### config.mk
export PLATFORM = sky130hd
export DESIGN_NAME = fifo_wr_arbiter
export DESIGN_NICKNAME = d
export VERILOG_FILES = /design/src/rtl/fifo_arb_pkg.sv /design/src/rtl/fifo_wr_arbiter_rr_pick.sv /design/src/rtl/fifo_wr_arbiter.sv
export SDC_FILE = /design/constraint.sdc
export NUM_CORES = 1
export LEC_CHECK = 0
export BUFFER_PORTS_ARGS = -buffer_cell sky130_fd_sc_hd__buf_2
export CAP_MARGIN = 20
export CORE_UTILIZATION = 38
export CTS_CLUSTER_DIAMETER = 150
export DETAILED_ROUTE_END_ITERATION = 16
export PLACE_DENSITY = 0.79
export SLEW_MARGIN = 30
export SYNTH_ARGS = -nofsm -noshare
export SYNTH_HDL_FRONTEND = slang
export SYNTH_SLANG_ARGS = --single-unit
### constraint.sdc
create_clock -name clk -period 2 [get_ports clk]
set_input_delay 0.2 -clock clk [delete_from_list [all_inputs] [get_ports clk]]
set_output_delay 0.2 -clock clk [all_outputs]
set_load 0.005 [all_outputs]
### src/rtl/fifo_arb_pkg.sv
// Shared types and helpers for the fifo write-port arbiter.
package fifo_arb_pkg;

    typedef enum logic {
        ST_IDLE = 1'b0,
        ST_LOCK = 1'b1
    } arb_state_e;

    localparam int STAT_W = 16;

    // Round-robin successor of a producer index, wrapping at n.
    function automatic int rr_next(input int idx, input int n);
        return (idx + 1 >= n) ? 0 : idx + 1;
    endfunction

endpackage

### src/rtl/fifo_wr_arbiter_rr_pick.sv
// Combinational round-robin picker: first set request at or after rr_ptr, wrapping.
module rr_pick #(
    parameter int N_REQ = 4,
    parameter int IDX_W = $clog2(N_REQ)
) (
    input  logic [N_REQ-1:0] req,
    input  logic [IDX_W-1:0] rr_ptr,
    output logic             found,
    output logic [IDX_W-1:0] idx
);

    // Scan every offset from rr_ptr and keep the first hit.
    always_comb begin
        logic [IDX_W-1:0] w_pos;
        found = 1'b0;
        idx   = '0;
        w_pos = '0;
        for (int k = 0; k < N_REQ; k++) begin
            w_pos = IDX_W'((int'(rr_ptr) + k) % N_REQ);
            if (!found && req[w_pos]) begin
                found = 1'b1;
                idx   = w_pos;
            end else begin
                found = found;
            end
        end
    end

endmodule

### src/rtl/fifo_wr_arbiter.sv
// Packet-atomic round-robin arbiter sharing one fifo write port between N_REQ producers.
// Optional statistics counters are built when FIFO_ARB_STATS_EN is defined.
module fifo_wr_arbiter
    import fifo_arb_pkg::*;
#(
    parameter  int DATA_WIDTH = 8,
    parameter  int N_REQ      = 4,
    localparam int IDX_W      = $clog2(N_REQ)
) (
    input  logic                        clk,
    input  logic                        rst,
    input  logic [N_REQ-1:0]            req_valid,
    input  logic [N_REQ-1:0]            req_last,
    input  logic [N_REQ*DATA_WIDTH-1:0] req_data,
    output logic [N_REQ-1:0]            req_ready,
    input  logic                        fifo_full,
    output logic                        fifo_wr_en,
    output logic [DATA_WIDTH-1:0]       fifo_data,
    output logic                        gnt_valid,
`ifdef FIFO_ARB_STATS_EN
    output logic [N_REQ*STAT_W-1:0]     stat_beats,
    output logic [STAT_W-1:0]           stat_stall,
`endif
    output logic [IDX_W-1:0]            gnt_idx
);

    arb_state_e             r_state;
    logic [IDX_W-1:0]       r_gnt_idx;
    logic [IDX_W-1:0]       r_rr_ptr;
    logic                   w_found;
    logic [IDX_W-1:0]       w_pick_idx;
    logic                   w_acc;
    logic                   w_stall;
    logic [DATA_WIDTH-1:0]  w_slices [N_REQ];

    for (genvar g = 0; g < N_REQ; g++) begin : g_slice
        assign w_slices[g] = req_data[g*DATA_WIDTH +: DATA_WIDTH];
    end

    rr_pick #(
        .N_REQ (N_REQ),
        .IDX_W (IDX_W)
    ) u_rr_pick (
        .req    (req_valid),
        .rr_ptr (r_rr_ptr),
        .found  (w_found),
        .idx    (w_pick_idx)
    );

    assign gnt_valid = (r_state == ST_LOCK);
    assign gnt_idx   = r_gnt_idx;

    // Beat handshake toward the locked producer and the fifo write port.
    always_comb begin
        w_acc      = 1'b0;
        w_stall    = 1'b0;
        req_ready  = '0;
        fifo_wr_en = 1'b0;
        fifo_data  = '0;
        if (r_state == ST_LOCK) begin
            w_acc                = req_valid[r_gnt_idx] & ~fifo_full;
            w_stall              = req_valid[r_gnt_idx] & fifo_full;
            req_ready[r_gnt_idx] = w_acc;
            fifo_wr_en           = w_acc;
            fifo_data            = w_slices[r_gnt_idx];
        end else begin
            fifo_data = '0;
        end
    end

    // Arbitration FSM: one cycle to pick in IDLE, hold the lock until the last beat lands.
    always_ff @(posedge clk or negedge rst) begin
        if (!rst) begin
            r_state   <= ST_IDLE;
            r_gnt_idx <= '0;
            r_rr_ptr  <= '0;
        end else begin
            case (r_state)
                ST_IDLE: begin
                    if (w_found) begin
                        r_gnt_idx <= w_pick_idx;
                        r_state   <= ST_LOCK;
                    end else begin
                        r_state   <= ST_IDLE;
                    end
                end
                ST_LOCK: begin
                    if (w_acc && req_last[r_gnt_idx]) begin
                        r_rr_ptr <= IDX_W'(rr_next(int'(r_gnt_idx), N_REQ));
                        r_state  <= ST_IDLE;
                    end else begin
                        r_state  <= ST_LOCK;
                    end
                end
                default: r_state <= ST_IDLE;
            endcase
        end
    end

`ifdef FIFO_ARB_STATS_EN
    logic [STAT_W-1:0] r_stat_beats [N_REQ];
    logic [STAT_W-1:0] r_stat_stall;

    for (genvar g = 0; g < N_REQ; g++) begin : g_stat
        assign stat_beats[g*STAT_W +: STAT_W] = r_stat_beats[g];
    end
    assign stat_stall = r_stat_stall;

    // Beat counters wrap naturally; the stall counter sticks at all-ones.
    always_ff @(posedge clk or negedge rst) begin
        if (!rst) begin
            for (int i = 0; i < N_REQ; i++) begin
                r_stat_beats[i] <= '0;
            end
            r_stat_stall <= '0;
        end else begin
            if (w_acc) begin
                r_stat_beats[r_gnt_idx] <= r_stat_beats[r_gnt_idx] + STAT_W'(1);
            end else begin
                r_stat_beats[r_gnt_idx] <= r_stat_beats[r_gnt_idx];
            end
            if (w_stall && (r_stat_stall != {STAT_W{1'b1}})) begin
                r_stat_stall <= r_stat_stall + STAT_W'(1);
            end else begin
                r_stat_stall <= r_stat_stall;
            end
        end
    end
`endif

endmodule
After elaboration in Yosys (flattened, before gate mapping). Index checks and enable logic that the tools add are counted.

Bits in registers: 5. Memories: 0. Output and inout port bits: 16. Memory bits (read-only): 0. Bits in writable memories: 0. Latch bits: 0. Logic and storage cells: 62.

Reduce and logical (&&, ||, !) cells: 10. Eq/ne operators: 0. Shift operators: 0. Multiplexer cells: 32. Multiply operators: 0. Magnitude comparators: 8. Bitwise gates (word level): 5. Divide/modulo/power cells: 0. Add/subtract/negate cells: 4.

Operators by type and width (number): two-way mux 8 bit (3); binary-select mux 8 bit (select 2 bit) (1); < comparator 2 x 3 -> 1 bit, second input constant (5); two-way mux 1 bit (14); binary-select mux 1 bit (select 2 bit) (6); two-way mux 2 bit (5); greater-or-equal comparator 3 bit, second input constant (2); logical AND 1 bit (5); adder 2 bit, second input constant (2); AND 4 bit (1); two-way mux 4 bit (1); AND reduction 2 bit (2); adder 2 x 1 -> 3 bit, second input constant (1); logical NOT 1 bit (3); inverter 2 -> 3 bit (1); adder 2 x 1 -> 2 bit, second input constant (1); demux 1 bit (select 2 bit) (1); greater-or-equal comparator 2 x 1 -> 1 bit, second input constant (1); inverter 1 bit (2); one-hot mux 1 bit (2 select lines) (1); AND 1 bit (1).

Depth between registers and ports, before layout. Gate-level depths: netlist of run 1.

Depth in word-level cells: 14. Mapped depth: 4. Depth with buffers taken out: 4.

Modules after synthesis. From an unflattened synthesis of run 1, not the netlist that was laid out.

Cell total of the unflattened synthesis: 66. Area, all modules: 676.9 um2.

By module, submodules not included: fifo_wr_arbiter (area an instance 599.3 um2, cells an instance 51, seq. area each 125.1 um2, instances 1); rr_pick (area an instance 77.6 um2, cells an instance 15, seq. area each 0.0 um2, instances 1).

Least setup slack after synthesis of run 1. Ideal clock, no wire load.

Path type: reg-to-reg. Start point: register r_gnt_idx[1], in the netlist gnt_idx[1]. End point: register r_rr_ptr[1]. Arrival time: 1.490 ns. Path slack: 0.385 ns. Stages on the path, launching flop included: 5. Library setup time: 0.125 ns. Path through: dfrtp_1 -> or3b_1 -> o22ai_2 -> and2_4 -> mux2_4.

Cells in the longest elaborated chain, start to end: 6.

Ends and longest elaborated chain: from (decl) (RTL line fifo_wr_arbiter.sv:28) `logic [IDX_W-1:0] r_gnt_idx;`; from (signal assigned) (RTL line fifo_wr_arbiter.sv:81) `r_gnt_idx <= w_pick_idx;`; binary-select mux 1 bit (select 2 bit); two-way mux 1 bit; AND 1 bit (RTL line fifo_wr_arbiter.sv:61) `w_acc = req_valid[r_gnt_idx] & ~fifo_full;`; two-way mux 1 bit; net fifo_wr_en (RTL line fifo_wr_arbiter.sv:17) `output logic fifo_wr_en,`; logical AND 1 bit (RTL line fifo_wr_arbiter.sv:88) `if (w_acc && req_last[r_gnt_idx]) begin`; AND reduction 2 bit (no line); to (signal assigned) (RTL line fifo_wr_arbiter.sv:89) `r_rr_ptr <= IDX_W'(rr_next(int'(r_gnt_idx), N_REQ));`; to (decl) (RTL line fifo_wr_arbiter.sv:29) `logic [IDX_W-1:0] r_rr_ptr;`.

The timed path passes the listed nets, and every way through them passes these cells. The select of a mux whose other input is x is not followed. A chain may end at the register's enable or synchronous reset.

Worst setup path in the final report of run 1.
Start point: register r_gnt_idx[0], in the netlist gnt_idx[0]. End point: output fifo_data[0].

Cells in the longest elaborated chain, start to end: 5.

Ends and longest elaborated chain: inverter 2 -> 3 bit (implied by the code) (RTL line fifo_wr_arbiter.sv:65) `fifo_data = w_slices[r_gnt_idx];`; binary-select mux 8 bit (select 2 bit) (RTL line fifo_wr_arbiter.sv:65); two-way mux 8 bit (implied by the code) (2 in a row) (RTL line fifo_wr_arbiter.sv:65); two-way mux 8 bit (RTL line fifo_wr_arbiter.sv:60) `if (r_state == ST_LOCK) begin`; to (decl) (RTL line fifo_wr_arbiter.sv:18) `output logic [DATA_WIDTH-1:0] fifo_data,`.

No other way between the ends. The select of a mux whose other input is x is not followed.

==> results.md, run 1 <==
- Relative slew slack: 0.828
- Fill count: 180
- Endpoint type of the worst setup path: primary output
- Setup tns final: 0 ns
- Seq/Total Area, Yosys: 0.181
- Top-area cell type share of the netlist area: 0.292
- Clock share of power: 0.096
- Maximum vdd ir drop: around 0.66 mV
- Gpl congestion: 0.797
- Post-route cell area: approximately 1100 um^2
- Vias in the first global route: 724
- WHS: 0.291 ns
- Clock Sinks: 5
- Logic gate share of total power: 0.732
- Dominant cells by area after synthesis: mux4_2, dfrtp_1, and2_1
- Post-route DRC: 0
- Storage cell area: ~130 um^2
- Mapped cell area: between 600 and 700 um^2
- PortBufs: 58
- Cell leakage power: roughly 0.53 nW
- Largest net degree at the start of global routing: 16
- Vias per cell: about 5.1
- Area Overhead vs Synth: 54.0%
- Multi-input logic area: 542 um^2
- Initial antenna violation count: 0
- Cell accounting for the most synthesized area: mux4_2
- Fin crit period: 1.85 ns
- Antenna cells: 0
- Share of post-route cells with drive strength above 1: 0.591
- Most common cell in the netlist: and2_1
- Gr usage total: 0.199
- Initial Util: 0.401
- Post-DRT Antenna Nets: 0
- Clock root buffer: clkbuf_4
- CP Data Arrival Time: between 1.5 and 2 ns
- Placed cell areas: 1030 um^2
- Worst slew pin tran: 0.254 ns
- Nets: 180
- Slew Viols, Final: 0
- Clk buf depth: 2
- Average cell area after synthesis: 10.2 um^2
- Syn Nets: 115
- RSZ-0062 raised after global routing: no
- Net switching share of the total power: 0.400
- MaxCap Viol Count: 0
- Fmax: between 0.5 and 0.6 GHz
- CP Class: flip-flop to primary output
- Placed wire-length estimate: 1600 um
- Synth Instances: 68
- Syn. warnings: 0
- Die footprint: 2000 um^2
- Rows: 15
- Clock skew: between 0.0015 and 0.002 ns
- Number of synthesized flops with an enable pin: 0
- Cts bufs inserted: 3
- Worst-skew pair later-pin latency: 0.25 ns
- Final core utilization: 0.618
- CORE AREA: 1730 um^2
- Drt wl/cell: 12.3 um
- Status: finished clean
- Pre-CTS WS: 0.325 ns
- Pwr dens: between 1000 and 1500 nW/um^2
- I/O pins: 59
- FFs w/ async S/R, synth: 1.00
- Worst Hold Class: input pin to async pin
- R2R Setup Slk: 0.34 ns
- CTS tree: done
- Initial DRC Count: 5
- Die width: 44.7 um
- Fin crit share: 0.923
- Die Height: 44.7 um
- Setup ws final: between 0.15 and 0.2 ns
- Ys flop type: dfrtp_1
- Worst Path Max Fanout: 7
- NetSw: roughly 500 uW
- DR vias: around 800
- 1st-pass router iterations: 6
- Yosys reg bits: 5
- Sequential share of power: 0.172
- Reg clk slew, reported paths: 0.04 ns
- Synth cell types: 28
- Postcts setup bufs: 0
- First-pass GRT wire length: just under 3000 um
- Required time of the critical path: ~1.8 ns
- Final setup fails: 0
- Pint: roughly 760 uW
- Crit path launch type: flip-flop
- Final hold vios: 0
- Commonest cells in the synthesized netlist: and2_1, mux4_2, dfrtp_1, nor2_1, ha_1
- Total grt overflow: 0
- Htree depth: 1
- Routed WL: 1940 um
[what timing repair did]
item,4_1_cts,5_1_grt
resized for setup,0,1
hold buffers,1,0
setup endpoints to repair,0,5
endpoints found under the hold margin,5,0
[layout make-up]
class,instances,area share
inverters,3,0.0106
multi-input cells,57,0.508
flip-flops and latches,5,0.118
clock buffers,4,0.0246
well taps,25,0.0293
repair buffers,63,0.309
[power by group through the flow]
stage / sequential [mW] / clock [mW] / combinational (mW)
global route: 0.229 / 0.131 / 1.02
floorplan: 0.220 / 0 / 0.589
detailed placement: 0.216 / 0 / 0.921
finish: 0.216 / 0.121 / 0.920
CTS: 0.214 / 0.125 / 0.928
global placement: 0.206 / 0 / 0.895
[flip-flops by register name, summed over array words and instances, names as in the netlist]
register	cells
r_rr_ptr	2
gnt_valid	1
gnt_idx	2
[layer usage]
layer	share of wire	global-route usage	up-vias
met5	0	0	-
met4	0.018	0.109	0
met3	0.093	0.0360	5
met2	0.52	0.388	40
met1	0.37	0.194	369
li1	-	-	382
[stage by stage]
step	instances	total power, mW
3_5_place_dp	152	1.14
4_1_cts	157	1.27
2_1_floorplan	68	0.809
3_3_place_gp	152	1.10
5_1_grt	157	1.38
6_report	157	1.26
[layout by cell type, fill, tap and decap left out, drive strengths merged]
cell type / n
buf: 62
and2: 13
mux4: 9
nor2: 5
dfrtp: 5
ha: 4
clkbuf: 4
inv: 3
o21ai: 3
nor2b: 3
mux2i: 2
nand3: 2
nand2b: 2
a31oi: 2
nand3b: 1
or3b: 1
o22ai: 1
or4: 1
mux2: 1
a21o: 1
nand4: 1
a21oi: 1
nand2: 1
o221ai: 1
nor4b: 1
or3: 1
dlygate4sd3: 1
[final timing paths]
path,startpoint,endpoint,depth (start not counted)
worst max-delay path,gnt_idx[0]$_DFFE_PN0P_,fifo_data[0],4
min in group clk,req_valid[0],gnt_idx[1]$_DFFE_PN0P_,3
worst min-delay path,rst,r_rr_ptr[0]$_DFFE_PN0P_,2
worst min register to register,r_rr_ptr[1]$_DFFE_PN0P_,r_rr_ptr[1]$_DFFE_PN0P_,1
max in group asynchronous,rst,gnt_idx[0]$_DFFE_PN0P_,2
worst max register to register,gnt_idx[0]$_DFFE_PN0P_,r_rr_ptr[1]$_DFFE_PN0P_,5
[cells by family (layout without fill, tap and decap cells)]
kind of cell / after synthesis / count (layout) / synth area share
mux: 12 / 12 / 0.343
simple gates: 32 / 32 / 0.278
fa+ha+maj: 4 / 4 / 0.0722
compound gates: 9 / 9 / 0.0884
flops: 5 / 5 / 0.181
buf+inv: 6 / 70 / 0.0379
[critical path, stage by stage, from the launching register on]
cell     delay [ns]
dfrtp_2        0.42
buf_4          0.20
mux4_2         0.49
and2_1         0.16
buf_2          0.12
(Power assumes the default switching activity.)
==> inputs of run 2 (changes only) <==
--- a/config.mk
+++ b/config.mk
@@ -7,10 +7,11 @@
 export LEC_CHECK = 0
 export BUFFER_PORTS_ARGS = -buffer_cell sky130_fd_sc_hd__buf_2
 export CAP_MARGIN = 20
-export CORE_UTILIZATION = 38
+export CORE_UTILIZATION = 39
+export CTS_BUF_LIST = sky130_fd_sc_hd__clkbuf_4 sky130_fd_sc_hd__clkbuf_8
 export CTS_CLUSTER_DIAMETER = 150
 export DETAILED_ROUTE_END_ITERATION = 16
-export PLACE_DENSITY = 0.79
+export PLACE_DENSITY = 0.81
 export SLEW_MARGIN = 30
 export SYNTH_ARGS = -nofsm -noshare
 export SYNTH_HDL_FRONTEND = slang
==> run 2 against run 1 <==
Compared with the run above:
- the run now ends with DRC left
- non-clock buffer count unchanged
- clock power is 13% higher
- combinational power is 1% lower
- design area down 0.82%
- clock-buffer cell count did not move
- clock skew is 0.0016 ns lower
- global-route usage is 1.2 points higher
- wire length rose by 0.62%
- critical path type unchanged
- largest cell class unchanged
==> results.md, run 2 (synthesis gave the netlist of run 1 again) <==
- Status: finished with violations (was finished clean)
- Failing checks: DRC
- Maximum vdd ir drop: 0.881 mV (was 0.658 mV)
- Clk buf depth: 2 (unchanged)
- Pint: 767 uW (was 755 uW)
- Commonest non-fill, non-tap cells in the layout: buf_2, and2_1, mux4_2 (unchanged)
- Vias in the first global route: 746 (was 724)
- Reg-to-Reg Start: gnt_idx[1]$_DFFE_PN0P_ (was gnt_idx[0]$_DFFE_PN0P_)
- Pwr dens: 1200 nW/um^2 (was 1180 nW/um^2)
- Sequential share of power: 0.176 (was 0.172)
- Drt wl/cell: 13.2 um (was 12.3 um)
- CORE AREA: 1580 um^2 (was 1730 um^2)
- Clock skew: 0.000361 ns (was 0.00199 ns)
- Initial Util: 0.440 (was 0.401)
- Max incr delay on CP: 0.47 ns (was 0.49 ns)
- CP Class: flip-flop to primary output (unchanged)
- Hold path depth: 3
- Worst Path Max Fanout: 8 (was 7)
- Relative slew slack: 0.809 (was 0.828)
- Buf/Inv on CP: 1 (was 2)
- First-pass GRT wire length: 3010 um (was 2890 um)
- Rows: 14 (was 15)
- Reg clk slew, reported paths: 0.05 ns (was 0.04 ns)
- Vias per cell: 5.30 (was 5.07)
- Crit path launch type: flip-flop (unchanged)
- Die width: 44.2 um (was 44.7 um)
- Postcts setup bufs: 0 (unchanged)
- Clock share of power: 0.108 (was 0.096)
- Final setup fails: 0 (unchanged)
- Post-cts repair resize count: 0 (unchanged)
- Logic gate share of total power: 0.716 (was 0.732)
- Final core utilization: 0.671 (was 0.618)
- Nets: 180 (unchanged)
- R2R Setup Slk: 0.25 ns (was 0.34 ns)
- Clock root buffer: clkbuf_4 (unchanged)
- Worst-skew pair later-pin latency: 0.25 ns (about the same)
- Initial DRC Count: 15 (was 5)
- CP cell instances: or3b_1, o22ai_2, and2_1, buf_2 (was buf_4, mux4_2, and2_1, buf_2)
- Worst slew pin tran: 0.286 ns (was 0.254 ns)
- Required time of the critical path: 1.80 ns (about the same)
- NetSw: 503 uW (was 502 uW)
- CP Data Arrival Time: 1.66 ns (was 1.65 ns)
- Area Overhead vs Synth: 52.7% (was 54.0%)
- Fin crit share: 0.932 (was 0.923)
- Antenna cells: 0 (unchanged)
- RR Endpoint: r_rr_ptr[1]$_DFFE_PN0P_ (unchanged)
- PortBufs: 58 (unchanged)
- Gpl congestion: 0.850 (was 0.797)
- Post-DRT Antenna Nets: 0 (unchanged)
- Hold Path End: gnt_idx[1]$_DFFE_PN0P_
- Initial antenna violation count: 0 (unchanged)
- Fin crit period: 1.86 ns (was 1.85 ns)
- 1st-pass router iterations: 10 (was 6)
- Setup tns final: 0 ns (unchanged)
- Fmax: 0.536 GHz (was 0.542 GHz)
- Net switching share of the total power: 0.396 (was 0.400)
- Total grt overflow: 0 (unchanged)
- Slew Viols, Final: 0 (unchanged)
- Routed WL: 1950 um (was 1940 um)
- DR vias: 785 (was 796)
- Htree depth: 1 (unchanged)
- Crit path max-delay family: simple AND/OR/NAND/NOR gates (was multiplexers)
- MaxCap Viol Count: 0 (unchanged)
- Die footprint: 1950 um^2 (was 2000 um^2)
- Share of post-route cells with drive strength above 1: 0.591 (unchanged)
- Post-route DRC: 8 (was 0)
- Worst reg2reg path depth: 4 (was 5)
- Endpoint type of the worst setup path: primary output (unchanged)
- Cts bufs inserted: 3 (unchanged)
- Most common cell after layout, fill and taps aside: buf_2 (unchanged)
- RSZ-0062 raised after global routing: no (unchanged)
- Final hold vios: 0 (unchanged)
- Hold buffer count at cts: 1 (unchanged)
- Total chip power: 1.27 mW (was 1.26 mW)
- Largest net degree at the start of global routing: 13 (was 16)
- Dpl cells: 143 (was 152)
- Die Height: 44.2 um (was 44.7 um)
- Non-Filler Instances: 148 (was 157)
- Slowest CP cell: dfrtp_1 (was mux4_2)
- Cell leakage power: 0.536 nW (was 0.531 nW)
- WHS: 0.291 ns (about the same)
- Gr usage total: 0.211 (was 0.199)
- I/O pins: 59 (unchanged)
- Placed wire-length estimate: 1670 um (was 1600 um)
- HP Start: req_valid[0]
- Clock Sinks: 5 (unchanged)
- Worst Hold Class: input pin to flip-flop (was input pin to async pin)
- CTS tree: done (unchanged)
[run 2: cell counts in the layout (fill, tap and decap cells not counted)]
No cell type changed its count.
[run 2: power by group through the flow]
| stage | clock, mW | sequential [mW] | combinational [mW] |
|---|---|---|---|
| after CTS | 0.140 | 0.224 | 0.919 |
| after global routing | 0.150 | 0.238 | 1.00 |
| final | 0.137 | 0.224 | 0.909 |
| after global placement | 0 | 0.219 | 0.880 |
| after floorplan | 0 | 0.220 | 0.589 |
| after detailed placement | 0 | 0.226 | 0.914 |
[run 2: per-stage QoR]
stage                     cell area [um^2]  setup WS, ns
after floorplan                        693         0.385
after global placement                1020         0.333
after detailed placement              1020         0.274
after CTS                             1060         0.124
after global routing                  1060        0.0346
final                                 1060         0.135
[run 2: cell type report]
| type | instances | area [um^2] |
|---|---|---|
| clock buffers | 4 | 30.0 |
| fillers | 127 | 518 |
| inverters | 3 | 11.3 |
| multi-input cells | 57 | 542 |
| flip-flops and latches | 5 | 125 |
| well taps | 16 | 20.0 |
| repair buffers | 63 | 330 |
[run 2: worst reg2reg max path: stages (launching register included)]
cell	delay, ns
dfrtp_1	0.47
or3b_1	0.43
o22ai_2	0.23
and2_4	0.22
mux2_4	0.29
[run 2: how the worst max path moves through the flow]
stage,slack [ns],endpoint,cells past startpoint,startpoint
3_5_place_dp,0.27,r_rr_ptr[1]$_DFFE_PN0P_,4,gnt_idx[1]$_DFFE_PN0P_
2_1_floorplan,0.38,r_rr_ptr[1]$_DFFE_PN0P_,4,gnt_idx[1]$_DFFE_PN0P_
6_report,0.14,req_ready[3],4,gnt_idx[1]$_DFFE_PN0P_
4_1_cts,0.12,req_ready[0],4,gnt_idx[1]$_DFFE_PN0P_
3_3_place_gp,0.33,r_rr_ptr[1]$_DFFE_PN0P_,4,gnt_idx[1]$_DFFE_PN0P_
5_1_grt,0.03,req_ready[1],4,gnt_idx[1]$_DFFE_PN0P_
[run 2: per-layer routing]
metal	GRT usage	wire, um	up-vias
met3	0.0653	224	4
met5	0	0	-
met2	0.400	1010	40
met1	0.207	685	358
li1	-	-	383
met4	0.0909	27	0
